`config.mk`:
```
export PLATFORM = sky130hd
export DESIGN_NAME = psu_issue_ctrl
export DESIGN_NICKNAME = d
export VERILOG_FILES = /design/src/rtl/psu_issue_ctrl_pkg.sv /design/src/rtl/psu_issue_ctrl_credit.sv /design/src/rtl/psu_issue_ctrl.sv
export SDC_FILE = /design/constraint.sdc
export NUM_CORES = 1
export LEC_CHECK = 0
export CAP_MARGIN = 10
export CORE_MARGIN = 8
export CORE_UTILIZATION = 25
export CTS_CLUSTER_SIZE = 24
export DETAILED_ROUTE_END_ITERATION = 12
export GPL_TIMING_DRIVEN = 0
export PLACE_DENSITY = 0.51
export SLEW_MARGIN = 40
export SYNTH_ARGS = -nofsm -noshare
export SYNTH_HDL_FRONTEND = slang
export SYNTH_HIERARCHICAL = 1
export SYNTH_SLANG_ARGS = --single-unit
export TNS_END_PERCENT = 30
```
`constraint.sdc`:
```
create_clock -name clk -period 3.94 [get_ports clk]
set_input_delay 0.394 -clock clk [delete_from_list [all_inputs] [get_ports clk]]
set_output_delay 0.394 -clock clk [all_outputs]
set_load 0.05 [all_outputs]
```
`src/rtl/psu_issue_ctrl_pkg.sv`:
```
// Shared widths, opcode sentinel and FSM encodings for the PSU issue sequencer.
package psu_issue_ctrl_pkg;
  localparam int OPCODE_BW  = 4;
  localparam int PCHINFO_BW = 16;
  localparam int PCHADDR_BW = 8;

  localparam logic [OPCODE_BW-1:0] INVALID_OPCODE = '1;

  typedef enum logic [1:0] {
    PSUISS_IDLE  = 2'd0,
    PSUISS_FETCH = 2'd1,
    PSUISS_SEND  = 2'd2
  } psuiss_state_e;
endpackage

```
`src/rtl/psu_issue_ctrl_credit.sv`:
```
// Credit counter for opcodes outstanding in PSU: consumes on issue completion,
// returns on op_done, saturates at CREDITS and flags a sticky error on over-return.
module psu_issue_credit #(
  parameter int CREDITS = 2,
  parameter int CRED_BW = 2
) (
  input  logic               clk,
  input  logic               rst,
  input  logic               dec,
  input  logic               inc,
  output logic [CRED_BW-1:0] credits,
  output logic               has_credit,
  output logic               credit_err
);
  localparam logic [CRED_BW-1:0] FULL = CRED_BW'(CREDITS);

  always_ff @(posedge clk) begin
    if (rst) begin
      credits    <= FULL;
      credit_err <= 1'b0;
    end else begin
      // A coincident consume and return cancel out.
      case ({dec, inc})
        2'b10: if (credits != '0) credits <= credits - 1'b1;
        2'b01: begin
          if (credits == FULL) credit_err <= 1'b1;
          else                 credits    <= credits + 1'b1;
        end
        default: ;
      endcase
    end
  end

  assign has_credit = (credits != '0);
endmodule

```
`src/rtl/psu_issue_ctrl.sv`:
```
// Issue sequencer in front of PSU: fetches pchinfo per patch from the PIT and streams beats.
// Optional stall counter enabled by defining PSU_ISSUE_PERF_EN.
module psu_issue_ctrl
  import psu_issue_ctrl_pkg::*;
#(
  parameter int CREDITS = 2,
  parameter int CRED_BW = 2,
  parameter int PERF_BW = 16
) (
  input  logic                  clk,
  input  logic                  rst,
  input  logic                  inst_valid,
  output logic                  inst_ready,
  input  logic [OPCODE_BW-1:0]  inst_opcode,
  input  logic [PCHADDR_BW-1:0] inst_pch_base,
  input  logic [PCHADDR_BW-1:0] inst_pch_last,
  output logic                  pit_rd_en,
  output logic [PCHADDR_BW-1:0] pit_rd_addr,
  input  logic [PCHINFO_BW-1:0] pit_rd_data,
  output logic                  topsu_valid,
  output logic [OPCODE_BW-1:0]  opcode_out,
  output logic [PCHINFO_BW-1:0] pchinfo_out,
  output logic                  last_pchinfo,
  input  logic                  pchwr_stall,
  input  logic                  op_done,
  output logic                  busy,
  output logic                  credit_err,
  output logic [PERF_BW-1:0]    stall_cnt,
  output logic [1:0]            state_dbg,
  output logic [CRED_BW-1:0]    credits_dbg
);
  // Handshakes: an instruction moves when inst_valid & inst_ready; a beat moves
  // when topsu_valid & ~pchwr_stall, and the beat is held unchanged until then.
  localparam logic [PCHADDR_BW-1:0] ONE_ADDR = PCHADDR_BW'(1);
  localparam logic [CRED_BW-1:0]    FULL     = CRED_BW'(CREDITS);

  psuiss_state_e         state;
  logic [PCHADDR_BW-1:0] base_q;
  logic [PCHADDR_BW-1:0] last_q;
  logic [PCHADDR_BW-1:0] idx_q;
  logic [CRED_BW-1:0]    credits;
  logic                  has_credit;
  logic                  inst_acc;
  logic                  beat_acc;
  logic                  last_acc;
  logic                  next_fetch;

  assign inst_ready = (state == PSUISS_IDLE) && has_credit;
  assign inst_acc   = inst_ready && inst_valid;
  assign beat_acc   = (state == PSUISS_SEND) && !pchwr_stall;
  assign last_acc   = beat_acc && last_pchinfo;
  assign next_fetch = beat_acc && !last_pchinfo;

  // The next PIT read overlaps the accepting cycle so data lands in FETCH.
  assign pit_rd_en   = inst_acc || next_fetch;
  assign pit_rd_addr = (state == PSUISS_IDLE) ? inst_pch_base : base_q + idx_q + ONE_ADDR;

  assign busy        = (state != PSUISS_IDLE) || (credits != FULL);
  assign state_dbg   = state;
  assign credits_dbg = credits;

  always_ff @(posedge clk) begin
    if (rst) begin
      state        <= PSUISS_IDLE;
      base_q       <= '0;
      last_q       <= '0;
      idx_q        <= '0;
      topsu_valid  <= 1'b0;
      opcode_out   <= INVALID_OPCODE;
      pchinfo_out  <= '0;
      last_pchinfo <= 1'b0;
    end else begin
      case (state)
        PSUISS_IDLE: begin
          if (inst_acc) begin
            opcode_out <= inst_opcode;
            base_q     <= inst_pch_base;
            last_q     <= inst_pch_last;
            idx_q      <= '0;
            state      <= PSUISS_FETCH;
          end
        end
        PSUISS_FETCH: begin
          pchinfo_out  <= pit_rd_data;
          topsu_valid  <= 1'b1;
          last_pchinfo <= (idx_q == last_q);
          state        <= PSUISS_SEND;
        end
        PSUISS_SEND: begin
          if (beat_acc) begin
            topsu_valid <= 1'b0;
            if (last_pchinfo) begin
              state <= PSUISS_IDLE;
            end else begin
              idx_q <= idx_q + ONE_ADDR;
              state <= PSUISS_FETCH;
            end
          end
        end
        default: state <= PSUISS_IDLE;
      endcase
    end
  end

  psu_issue_credit #(
    .CREDITS (CREDITS),
    .CRED_BW (CRED_BW)
  ) u_credit (
    .clk        (clk),
    .rst        (rst),
    .dec        (last_acc),
    .inc        (op_done),
    .credits    (credits),
    .has_credit (has_credit),
    .credit_err (credit_err)
  );

`ifdef PSU_ISSUE_PERF_EN
  always_ff @(posedge clk) begin
    if (rst) begin
      stall_cnt <= '0;
    end else if (topsu_valid && pchwr_stall && (stall_cnt != '1)) begin
      stall_cnt <= stall_cnt + 1'b1;
    end
  end
`else
  assign stall_cnt = '0;
`endif
endmodule
```
==> summary.md <==
| Metric | Value |
|---|---|
| H-tree level count | 2 |
| Post-synth ARST share | 0% |
| Critical-path cell list | inv_1 -> ha_1 -> fa_1 -> nor2b_1 -> o31a_1 -> o21a_1 -> nor3_1 -> o31ai_1 -> clkdlybuf4s50_1 |
| Post-synth top area cell | dfxtp_1 |
| Setup Total Neg Slack | 0 ns |
| EDFF count, synth | 0 |
| Final hold viol count | 0 |
| Area growth syn-to-layout | 43.08% |
| Buf+Inv Stages, Crit Path | 2 |
| Synth Warn # | 6 |
| Maximum buffer depth of the clock tree | 2 |
| GRT Overall Usage | 10.38% |
| Top Ports | 95 |
| CP Launch Point | idx_q[0] |
| Slowest cell on crit path | clkdlybuf4s50_1 |
| Routed WL | 7216 um |
| Clock Sinks | 51 |
| Family with the most delay on the worst path | buffers and inverters |
| CP endpoint kind | output port |
| Wire length per cell | 13.00 um |
| Pins Over Slew Limit | 0 |
| Total CTS buffers | 5 |
| Setup CP Type | register to output port |
| Initial antenna violation count | 0 |
| Worst-Margin Slew | 0.5916 ns |
| Share of cells above drive strength 1 | 7.399% |
| Post-route cell area | 3636 um^2 |
| Final hold slack | 0.4578 ns |
| Final WS setup | 0.5123 ns |
| Top cell type's share of synthesized area | 40.18% |
| Synth area leaders | dfxtp_1, nand2_1, a21oi_1 |
| Port bufs | 78 |
| Critical path arrival | 3.03 ns |
| Worst path max stage delay | 0.85 ns |
| Peak supply drop | 0.0001314 V |
| Setup WS pre-CTS | 0.8215 ns |
| Layout Skew | 0.007011 ns |
| DR vias | 2,330 |
| Die Span Y | 116.8 um |
| Final Setup Violations | 0 |
| Pin count of the biggest net entering global routing | 15 |
| Cts repair resizes | 0 |
| Root buf cell | clkbuf_8 |
| FF-to-FF Start | state_dbg[0] |
| Initial Util | 25.18% |
| Max-cap violation count | 0 |
| Syn Std Cell Area | 2541 um^2 |
| Status | finished clean |
| Post-layout power | 1.368 mW |
| Syn avg cell area | 7.966 um^2 |
| # hold bufs at CTS | 0 |
| Crit Path Max Fanout | 6 |
| Netlist cell types | 42 |
| Setup repair bufs after CTS | 0 |
| Hpwl dp | 5673 um |
| Number of DRC markers in iteration 0 | 94 |
| Synthesis-stage register bit count | 51 |
| Via/cell ratio | 4.198 |
| Syn Inst Count | 319 |
| Fin nets | 469 |
| Period utilisation layout | 87.00% |
| Drt drc | 0 |
| Placed Area | 3548 um^2 |
| RSZ-0062 raised after global routing | no |
| ANT nets after route | 0 |
| Sequential fraction of the synthesis area | 40.18% |
| Global placement routability congestion | 0.8024 |
| Slew headroom | 60.56% |
| Placed insts | 548 |
| Worst Path Required | 3.55 ns |
| Hold path startpoint | pchinfo_out[13] |
| Non-filler cells in the finished layout | 555 |
| CTS clk-pin slew, worst paths | 0.09 ns |
| Util after Layout | 36.03% |
| Leak | 1.458 nW |
| Row cnt | 37 |
| Hold WC Path Type | register to register |
| CTS tree | built |
| Main synth FF type | dfxtp_1 |
| Die footprint | 13,650 um^2 |
| First-pass GRT wire length | 11,110 um |
| Total gr overflow | 0 |
| CP Launch Type | register |
| Fmax | 291.7 MHz |
| Drt pass-1 iters | 6 |
| Pwr dens | 376.3 nW/um^2 |
| Clk Latency, worst-skew pair | 0.30 ns |
| Die Width | 116.8 um |
| Minimum clock period | 3.428 ns |
| Vias in the first global route | 2,264 |
| # diodes | 0 |
| Placeable Area | 10,090 um^2 |
## power breakdown
part | internal [mW] | switching (mW)
clock | 0.139 | 0.177
combinational | 0.172 | 0.305
sequential | 0.550 | 0.0245
total | 0.861 | 0.507
## layout make-up
class / count / area (um^2)
inverters: 6 / 27.53
flip-flops and latches: 51 / 1021
plain buffers: 30 / 175.2
clock buffers: 6 / 82.58
well taps: 136 / 170.2
multi-input cells: 247 / 1374
fillers: 1097 / 6456
clock inverters: 1 / 5.005
repair buffers: 78 / 780.7
## Yosys cell counts, types with 2 or more instances
cell type,count
a211oi_1,2
a21o_1,2
a21oi_1,46
a31oi_1,3
and3_1,2
and3b_1,2
buf_2,2
buf_4,16
clkbuf_1,12
dfxtp_1,51
ha_1,8
inv_1,5
nand2_1,79
nand2b_1,5
nand3_1,5
nand3b_1,9
nand4_1,4
nor2_1,19
nor2b_1,2
nor4_1,2
o21a_1,3
o21ai_0,2
or2_2,2
xnor2_1,5
xor2_1,14
## per-layer routing
metal | vias to the layer above | track usage, % | wire (um)
li1 | 1228 | - | -
met1 | 1037 | 12.71 | 3303
met2 | 59 | 16.97 | 3274
met3 | 6 | 2.925 | 537
met4 | 0 | 3.840 | 100
met5 | - | 0 | 0
## cells in the final DEF, fill, tap and decap left out, drive strengths merged, types with 3 or more instances in the layout
cell type / synthesis / layout
nand2: 79 / 79
clkdlybuf4s50: 0 / 78
dfxtp: 51 / 51
a21oi: 46 / 46
nor2: 19 / 19
buf: 18 / 18
clkbuf: 12 / 18
conb: 1 / 16
xor2: 14 / 14
nand3b: 9 / 9
ha: 8 / 8
inv: 6 / 6
xnor2: 5 / 5
nand3: 5 / 5
nand2b: 5 / 5
nand4: 4 / 4
o21a: 3 / 3
a31oi: 3 / 3
nor2b: 3 / 3
a21o: 3 / 3
## final timing paths
kind	to	slack [ns]	cells past startpoint
max	pit_rd_addr[6]	0.51	9
min reg2reg	pchinfo_out[13]	0.46	2
max reg2reg	pchinfo_out[15]	2.21	5
min	pchinfo_out[13]	0.46	2
## logic make-up (layout without fill, tap and decap cells)
family	count (synthesis)	count (layout)	share of synthesized area (%)
simple gates	138	138	25.60
compound gates	64	64	14.43
flops	51	51	40.18
mux	1	1	0.3939
xor+xnor	19	19	6.549
other cells	1	16	0.1476
fa+ha+maj	9	9	4.727
buf+inv	36	121	7.977
## flip-flops by register name, summed over array words and instances, names as in the netlist
signal               flops
u_credit/credit_err      1
topsu_valid              1
last_q                   8
pchinfo_out             16
state_dbg                2
last_pchinfo             1
u_credit/credits         2
base_q                   8
idx_q                    8
opcode_out               4
## worst reg2reg max path, stage by stage, from the launching register on
cell and delay (ns):
dfxtp_1 0.48, and2b_1 0.16, clkbuf_1 0.33, clkbuf_1 0.44, nand2_1 0.10, a21oi_1 0.14
Note: power is estimated with default switching activity, not from simulation.
